## config.mk

```make
export PLATFORM = sky130hd
export DESIGN_NAME = pwm_peripheral
export DESIGN_NICKNAME = d
export VERILOG_FILES = /design/src/rtl/pwm_pkg.sv /design/src/rtl/pwm_prescaler.sv /design/src/rtl/pwm_peripheral.sv
export SDC_FILE = /design/constraint.sdc
export NUM_CORES = 1
export LEC_CHECK = 0
export BUFFER_PORTS_ARGS = -buffer_cell sky130_fd_sc_hd__clkbuf_2
export CORE_UTILIZATION = 45
export CTS_CLUSTER_SIZE = 24
export DETAILED_ROUTE_END_ITERATION = 10
export PLACE_DENSITY_LB_ADDON = 0.05
export SETUP_SLACK_MARGIN = 0.15
export SYNTH_ARGS = -nofsm -noshare
export SYNTH_HDL_FRONTEND = slang
export SYNTH_SLANG_ARGS = --single-unit
```

## constraint.sdc

```tcl
create_clock -name clk -period 2.2 [get_ports clk]
set_clock_uncertainty 0.1 [all_clocks]
set_input_delay 0.44 -clock clk [delete_from_list [all_inputs] [get_ports clk]]
set_output_delay 0.44 -clock clk [all_outputs]
set_load 0.05 [all_outputs]
```

## src/rtl/pwm_pkg.sv

```systemverilog
// pwm_pkg: shared constants for the PWM peripheral.
package pwm_pkg;
  localparam int PRESCALE_DEFAULT = 13;
  localparam int CNT_W_DEFAULT = 8;
  localparam int NUM_CH = 16;
  localparam logic [7:0] DUTY_FULL = 8'hFF;
endpackage

```

## src/rtl/pwm_prescaler.sv

```systemverilog
// pwm_prescaler: divides clk by PRESCALE; tick is high in the clk where the count wraps to 0.
module pwm_prescaler
  import pwm_pkg::*;
#(
  parameter int PRESCALE = PRESCALE_DEFAULT
) (
  input  logic clk,
  input  logic rst_n,
  output logic tick
);
  localparam int W = PRESCALE > 1 ? $clog2(PRESCALE) : 1;
  logic [W-1:0] cnt_q, cnt_d;
  assign tick = cnt_q == W'(PRESCALE - 1);
  assign cnt_d = tick ? '0 : cnt_q + 1'b1;
  // prescale count, restarts at 0 on reset so the first tick lands PRESCALE clks after release
  always_ff @(posedge clk)
    if (!rst_n) cnt_q <= '0;
    else cnt_q <= cnt_d;
endmodule

```

## src/rtl/pwm_peripheral.sv

```systemverilog
// pwm_peripheral: 16-channel PWM/static output block sharing one counter and duty.
// Optional macro PWM_DUTY_SHADOW_EN: duty is latched only at period start.
module pwm_peripheral
  import pwm_pkg::*;
#(
  parameter int PRESCALE = PRESCALE_DEFAULT,
  parameter int CNT_W = CNT_W_DEFAULT
) (
  input  logic              clk,
  input  logic              rst_n,
  input  logic [7:0]        en_reg_out_7_0,
  input  logic [7:0]        en_reg_out_15_8,
  input  logic [7:0]        en_reg_pwm_7_0,
  input  logic [7:0]        en_reg_pwm_15_8,
  input  logic [7:0]        pwm_duty_cycle,
  output logic [NUM_CH-1:0] out,
  output logic              period_start
);
  localparam int CW = CNT_W > 8 ? CNT_W : 8;
  logic tick, wrap, pwm_sig, ps_q;
  logic [CNT_W-1:0] cnt_q, cnt_d;
  logic [7:0] duty;
  logic [NUM_CH-1:0] en_out, en_pwm, out_q, out_d;
  pwm_prescaler #(.PRESCALE(PRESCALE)) u_prescaler (
    .clk  (clk),
    .rst_n(rst_n),
    .tick (tick)
  );
  assign wrap = tick && (cnt_q == '1);
  assign cnt_d = tick ? cnt_q + 1'b1 : cnt_q;
`ifdef PWM_DUTY_SHADOW_EN
  logic [7:0] duty_q;
  // shadow duty follows the input only at the wrap so a period never changes shape mid-way
  always_ff @(posedge clk)
    if (!rst_n) duty_q <= '0;
    else if (wrap) duty_q <= pwm_duty_cycle;
  assign duty = duty_q;
`else
  assign duty = pwm_duty_cycle;
`endif
  assign pwm_sig = (duty == DUTY_FULL) || (CW'(cnt_q) < CW'(duty));
  assign en_out = {en_reg_out_15_8, en_reg_out_7_0};
  assign en_pwm = {en_reg_pwm_15_8, en_reg_pwm_7_0};
  assign out_d = en_out & (~en_pwm | {NUM_CH{pwm_sig}});
  // shared counter, registered outputs and period-start pulse
  always_ff @(posedge clk)
    if (!rst_n) begin
      cnt_q <= '0;
      out_q <= '0;
      ps_q  <= 1'b0;
    end else begin
      cnt_q <= cnt_d;
      out_q <= out_d;
      ps_q  <= wrap;
    end
  assign out = out_q;
  assign period_start = ps_q;
endmodule
```

==> Yosys cells after proc, flatten, opt, wreduce, memory -nomap -nowiden <==
Cells that the tools add are included.
{ "word_totals": {"register_bits": 29, "inputBits": 42, "wordCells": 17} }
{ "op_classes": {"addsub": 2, "magnitude_cmp": 1, "eq_ne": 3, "n_bitwise": 4, "n_reduce_logical": 3} }
{ "op_table": {"columns": ["op", "count"], "rows": [
  ["16-bit bitwise AND", 1],
  ["8-bit equality test (second input constant)", 2],
  ["16-bit inverter", 1],
  ["16-bit bitwise OR", 1],
  ["8-bit by 1-bit adder with 8-bit output (second input constant)", 1],
  ["8-bit less-than comparator", 1],
  ["4-bit by 1-bit adder with 4-bit output (second input constant)", 1],
  ["4-bit equality test (second input constant)", 1],
  ["2-bit OR reduction", 1],
  ["1-bit logical AND", 1],
  ["1-bit logical OR", 1],
  ["1-bit inverter", 1]
]} }

==> Logic depth before layout (Yosys ltp) <==
{ "depth": {"ltp_word": 4, "mapped_depth": 7, "depth_no_buf": 6} }

==> Cells and area by module <==
From an unflattened synthesis, not the netlist that was laid out.
{ "unflattened": {"hier_cells": 136, "area_unflattened_um2": 1321.3} }
{ "modules_own_cells": {"columns": ["module", "n_inst", "cells_each", "area_per_inst_um2", "seq_area_each_um2"], "rows": [
  ["pwm_peripheral", 1, 116, 1137.3, 500.5],
  ["pwm_prescaler", 1, 20, 183.9, 80.1]
]} }

==> Least setup slack after synthesis <==
Ideal clock, no wire load.
{ "synth_timing": {"path_kind": "input to register", "from": "in pwm_duty_cycle[7]", "to": "reg out_q[10] (netlist: out[10])", "setup_ns": 0.116, "t_arrival_ns": 1.642, "required_ns": 1.984, "setup_slack_ns": 0.343, "stages": 7, "n_path_buf": 1, "path_cell_list": "inv_1 -> ha_1 -> and4_1 -> o21ai_1 -> o32ai_4 -> buf_6 -> a21oi_2"} }
{ "synth_via": {"elab_chain_cells": 4, "elab_cells_between_ends": 5, "cone_classes": "order compare (1); eq/ne (1); bitwise (2); reduce/logical (1)"} }
{ "synth_lines": {"columns": ["element", "line", "rtl"], "rows": [
  ["from (decl)", "pwm_peripheral.sv:15", "input logic [7:0] pwm_duty_cycle,"],
  ["8-bit less-than comparator / 8-bit equality test (equally long branches)", "pwm_peripheral.sv:41", "assign pwm_sig = (duty == DUTY_FULL) || (CW'(cnt_q) < CW'(duty));"],
  ["1-bit logical OR (*)", "pwm_peripheral.sv:41", null],
  ["16-bit bitwise OR (*)", "pwm_peripheral.sv:44", "assign out_d = en_out & (~en_pwm | {NUM_CH{pwm_sig}});"],
  ["16-bit bitwise AND (*)", "pwm_peripheral.sv:44", null],
  ["to (signal assigned)", "pwm_peripheral.sv:53", "out_q <= out_d;"],
  ["to (decl)", "pwm_peripheral.sv:23", "logic [NUM_CH-1:0] en_out, en_pwm, out_q, out_d;"]
]} }
Mark *: on every way between the ends. The rest lies on a longest branch, timed or not.
A chain may end at the register's enable or synchronous reset.

==> Final worst setup path <==
{ "layout_timing": {"from": "reg cnt_q[5]", "to": "reg out_q[1] (netlist: out[1])"} }
{ "layout_via": {"elab_chain_cells": 4} }
{ "layout_lines": {"columns": ["element", "line", "rtl"], "rows": [
  ["from (decl)", "pwm_peripheral.sv:21", "logic [CNT_W-1:0] cnt_q, cnt_d;"],
  ["from (signal assigned)", "pwm_peripheral.sv:52", "cnt_q <= cnt_d;"],
  ["8-bit less-than comparator", "pwm_peripheral.sv:41", null],
  ["1-bit logical OR", "pwm_peripheral.sv:41", null],
  ["16-bit bitwise OR", "pwm_peripheral.sv:44", null],
  ["16-bit bitwise AND", "pwm_peripheral.sv:44", null]
]} }
No other way between the ends.

==> results_tabular.tex <==
\begin{tabular}{lr}
\hline
Metric & Value \\
\hline
\multicolumn{2}{l}{\textbf{Clock tree}} \\
Post-cts resize count & 0 \\
H-tree lvl count & 2 \\
CTS Hold Bufs & 0 \\
Post-CTS Setup Repair Bufs & 0 \\
Clock network latency to the later pin of the worst-skew pair & 320 ps \\
Clock buffers created by TritonCTS & 5 \\
Clock slew at the register clock pins of the worst setup and hold paths & roughly 100 ps \\
Bufs on Longest Clock Path & 2 \\
Clock root buffer & sky130\_fd\_sc\_hd\_\_clkbuf\_4 \\
TritonCTS clock tree & yes \\
Clock Sink Count & 29 \\
\multicolumn{2}{l}{\textbf{Detailed routing}} \\
Post-detailed-route wirelength per cell & around 11 um \\
Wire length reported by the detailed router & 2458 um \\
Remaining DRCs & 0 \\
Detailed Route Iter0 Violations & 13 \\
Average via count per standard cell & a little under 5 \\
Detailed-router iteration count before antenna repair & 4 \\
Final ANT Viol Nets & 0 \\
Via total after detailed routing & 1155 \\
\multicolumn{2}{l}{\textbf{Timing}} \\
Least setup slack across all paths after layout & just under 400 ps \\
Post-route clock period utilization & 0.8226 \\
Max Clock Freq & 0.5526 GHz \\
Clock period minus final worst setup slack & roughly 1800 ps \\
Remaining max-slew budget at the tightest pin & 0.6860 \\
Final Slew Violations & 0 \\
Number of setup violations in the final report & 0 \\
Worst Max-Slew Pin Slew & 471.0 ps \\
Final hold slack & 177.4 ps \\
Total negative setup slack & 0 ps \\
Final hold violation count & 0 \\
Unrepaired setup endpoints after global routing & false \\
\multicolumn{2}{l}{\textbf{Run}} \\
\# Max-Cap Violations & 0 \\
\multicolumn{2}{l}{\textbf{Floorplanning}} \\
DIE HEIGHT & 56.21 um \\
Site Rows & 19 \\
Number of top-level design ports & 59 \\
Die Wd & roughly 56 um \\
Die area & 3160 um2 \\
Area of the core & 2781 um2 \\
Starting utilization of the core area & 0.4755 \\
\multicolumn{2}{l}{\textbf{Global routing}} \\
First-pass GRT wire length & 4153 um \\
Global-route congestion overflow total & 0 \\
Met3 track utilization from global routing & 0.06047 \\
Global router's overall resource usage & 0.1690 \\
Met1 track demand over resource & 0.1997 \\
Global Route met2 Usage & 0.2772 \\
Number of antenna violations at the first check in global routing & 0 \\
Most Used Layer, Global Route & met2 \\
Via count of the first global-routing pass & approximately 1000 \\
Maximum number of pins on one net before global-route repair & 29 \\
\multicolumn{2}{l}{\textbf{Critical path}} \\
Crit Path Class & register to register \\
Sort of element at the end of the critical path & register \\
Critical path data required time & between 2000 and 2500 ps \\
Largest fanout of any net on the critical path & 16 \\
Worst endpoint data arrival time & 1960 ps \\
Setup crit start kind & register \\
\multicolumn{2}{l}{\textbf{Yosys}} \\
Proportion of synthesized chip area in sequential cells & 0.4390 \\
Summed instance area of the synthesized netlist & 1323 um2 \\
Syn Inst Count & 140 \\
Count of state elements after synthesis & 29 \\
Post-synthesis mux area share & 0 \\
Simple-gate area share of the yosys netlist & 0.1883 \\
Area share of fa/ha/maj cells after synthesis & 0.09461 \\
Mean cell area of the mapped netlist & 9.447 um2 \\
Cell variety after synth & 29 \\
Share of the synthesized area in compound gates (AO/OA/AOI/OAI) & 0.1996 \\
Xor/xnor cell area share of the yosys netlist & 0.03311 \\
Syn\_nets & between 150 and 200 \\
Synth Warn \# & 0 \\
Combinational family with the most area after synthesis & compound AO/OA/AOI/OAI gates \\
\multicolumn{2}{l}{\textbf{Place}} \\
Post-DP HPWL & 1983 um \\
Cell Count Post-Placement & 226 \\
Instance area at placement & 1649 um2 \\
Routability cong. & approximately 0.74 \\
Number of port buffers & 58 \\
Worst slack at placement & 234.3 ps \\
\multicolumn{2}{l}{\textbf{Pwr}} \\
Power Dens Cells & between 700 and 800 nW/um2 \\
Leakage dissipation & 0.8660 nW \\
Worst vdd rail ir drop & 0.7175 mV \\
\multicolumn{2}{l}{\textbf{Finish}} \\
Total area of multi-input combinational cells & about 700 um2 \\
Post-layout net count & about 250 \\
Number of antenna cells inserted & 0 \\
Total area of sequential cells & 580.6 um2 \\
Layout area overhead & 32.45\% \\
Final Instance Area & 1752 um2 \\
Share of post-route cells with drive strength above 1 & 0.3941 \\
Final cell count without fillers & 234 \\
Filler Cells Inserted & 261 \\
\multicolumn{2}{l}{\textbf{Run status}} \\
Run status & finished, final reports clean \\
\multicolumn{2}{l}{\textbf{Min path}} \\
Path type of the worst min-delay path & primary input to register \\
\hline
\end{tabular}
-- synth_stat cells --
cell type / number / share of area
sky130_fd_sc_hd__or3_1: 2 / 0.0095
sky130_fd_sc_hd__ha_1: 10 / 0.095
sky130_fd_sc_hd__nand3b_1: 1 / 0.0057
sky130_fd_sc_hd__nand2_1: 23 / 0.065
sky130_fd_sc_hd__a21oi_2: 10 / 0.066
sky130_fd_sc_hd__and2_1: 5 / 0.024
sky130_fd_sc_hd__o41ai_1: 1 / 0.0066
sky130_fd_sc_hd__xnor2_1: 4 / 0.026
sky130_fd_sc_hd__buf_6: 1 / 0.0085
sky130_fd_sc_hd__a21oi_1: 8 / 0.030
sky130_fd_sc_hd__nand3_1: 3 / 0.011
sky130_fd_sc_hd__inv_1: 10 / 0.028
sky130_fd_sc_hd__a2111oi_4: 1 / 0.021
sky130_fd_sc_hd__a41o_1: 1 / 0.0076
sky130_fd_sc_hd__o21ai_0: 4 / 0.015
sky130_fd_sc_hd__and3_1: 2 / 0.0095
sky130_fd_sc_hd__xor2_1: 1 / 0.0066
sky130_fd_sc_hd__nor3_1: 3 / 0.011
sky130_fd_sc_hd__nand4_1: 5 / 0.024
sky130_fd_sc_hd__a21o_1: 1 / 0.0057
sky130_fd_sc_hd__o21a_1: 1 / 0.0057
sky130_fd_sc_hd__nor2_1: 4 / 0.011
sky130_fd_sc_hd__o21ai_1: 1 / 0.0038
sky130_fd_sc_hd__clkbuf_1: 3 / 0.0085
sky130_fd_sc_hd__a21boi_0: 3 / 0.017
sky130_fd_sc_hd__and4_1: 1 / 0.0066
sky130_fd_sc_hd__nand2b_4: 1 / 0.010
sky130_fd_sc_hd__o32ai_4: 1 / 0.021
sky130_fd_sc_hd__dfxtp_1: 29 / 0.44
-- worst paths after layout --
check	to	start	slack, ps	cells past startpoint
worst min register to register	u_prescaler.cnt_q[0]	u_prescaler.cnt_q[0]	380	1
worst max-delay path	out[1]	cnt_q[5]	390	6
worst min-delay path	out[14]	en_reg_pwm_15_8[6]	180	2
worst max register to register	out[1]	cnt_q[5]	390	6
-- through the flow --
step,utilization,power (W)
after floorplan,-,0.0006717
after global placement,0.5929,0.0007302
after detailed placement,0.5929,0.0007350
after CTS,0.6298,0.001270
after global routing,0.6298,0.001312
final,0.6298,0.001254
-- sequential cells by signal, summed over array words and instances (netlist names) --
name,count
u_prescaler.cnt_q,4
period_start,1
cnt_q,8
out,16
-- area by class of cell --
| type | count | area share |
|---|---|---|
| repair buffers | 59 | 0.1771 |
| inverters | 10 | 0.02143 |
| multi-input cells | 97 | 0.3893 |
| clock inverters | 3 | 0.03714 |
| flip-flops and latches | 29 | 0.3314 |
| well taps | 31 | 0.02214 |
| clock buffers | 5 | 0.02143 |
-- cell families after synthesis --
family | Yosys count
simple gates | 50
compound gates | 32
flops | 29
buf+inv | 14
fa+ha+maj | 10
xor+xnor | 5
-- placed cells by master (no fill, tap or decap), types with 2 or more instances in the layout --
master / instances
sky130_fd_sc_hd__a21boi_0: 3
sky130_fd_sc_hd__xnor2_1: 4
sky130_fd_sc_hd__inv_1: 10
sky130_fd_sc_hd__clkbuf_4: 5
sky130_fd_sc_hd__nand3_1: 3
sky130_fd_sc_hd__nand2_1: 23
sky130_fd_sc_hd__clkbuf_2: 58
sky130_fd_sc_hd__a21oi_2: 10
sky130_fd_sc_hd__ha_1: 10
sky130_fd_sc_hd__and2_1: 5
sky130_fd_sc_hd__dfxtp_1: 29
sky130_fd_sc_hd__or3_1: 2
sky130_fd_sc_hd__nor2_1: 4
sky130_fd_sc_hd__nand4_1: 5
sky130_fd_sc_hd__a21oi_1: 8
sky130_fd_sc_hd__and3_1: 2
sky130_fd_sc_hd__bufinv_16: 2
sky130_fd_sc_hd__o21ai_0: 4
sky130_fd_sc_hd__nor3_1: 3
-- where the power goes --
group          total, W  internal (W)  switching, W
clock          0.000533      0.000352      0.000181
sequential     0.000554      0.000545    0.00000826
combinational  0.000167     0.0000601      0.000107
-- metal layers --
layer  share of wire  vias to the layer above
met1            0.43                      510
met4           0.013                        0
li1                -                      606
met2            0.50                       34
met5               0                        -
met3           0.061                        5
-- critical path: stages, from the launching register on --
cell and delay [ps]:
sky130_fd_sc_hd__dfxtp_1 430, sky130_fd_sc_hd__ha_1 280, sky130_fd_sc_hd__a41o_1 240, sky130_fd_sc_hd__a21oi_1 220, sky130_fd_sc_hd__o32ai_4 150, sky130_fd_sc_hd__buf_12 170, sky130_fd_sc_hd__a21oi_1 140
Power figures use the tool's default switching activity.
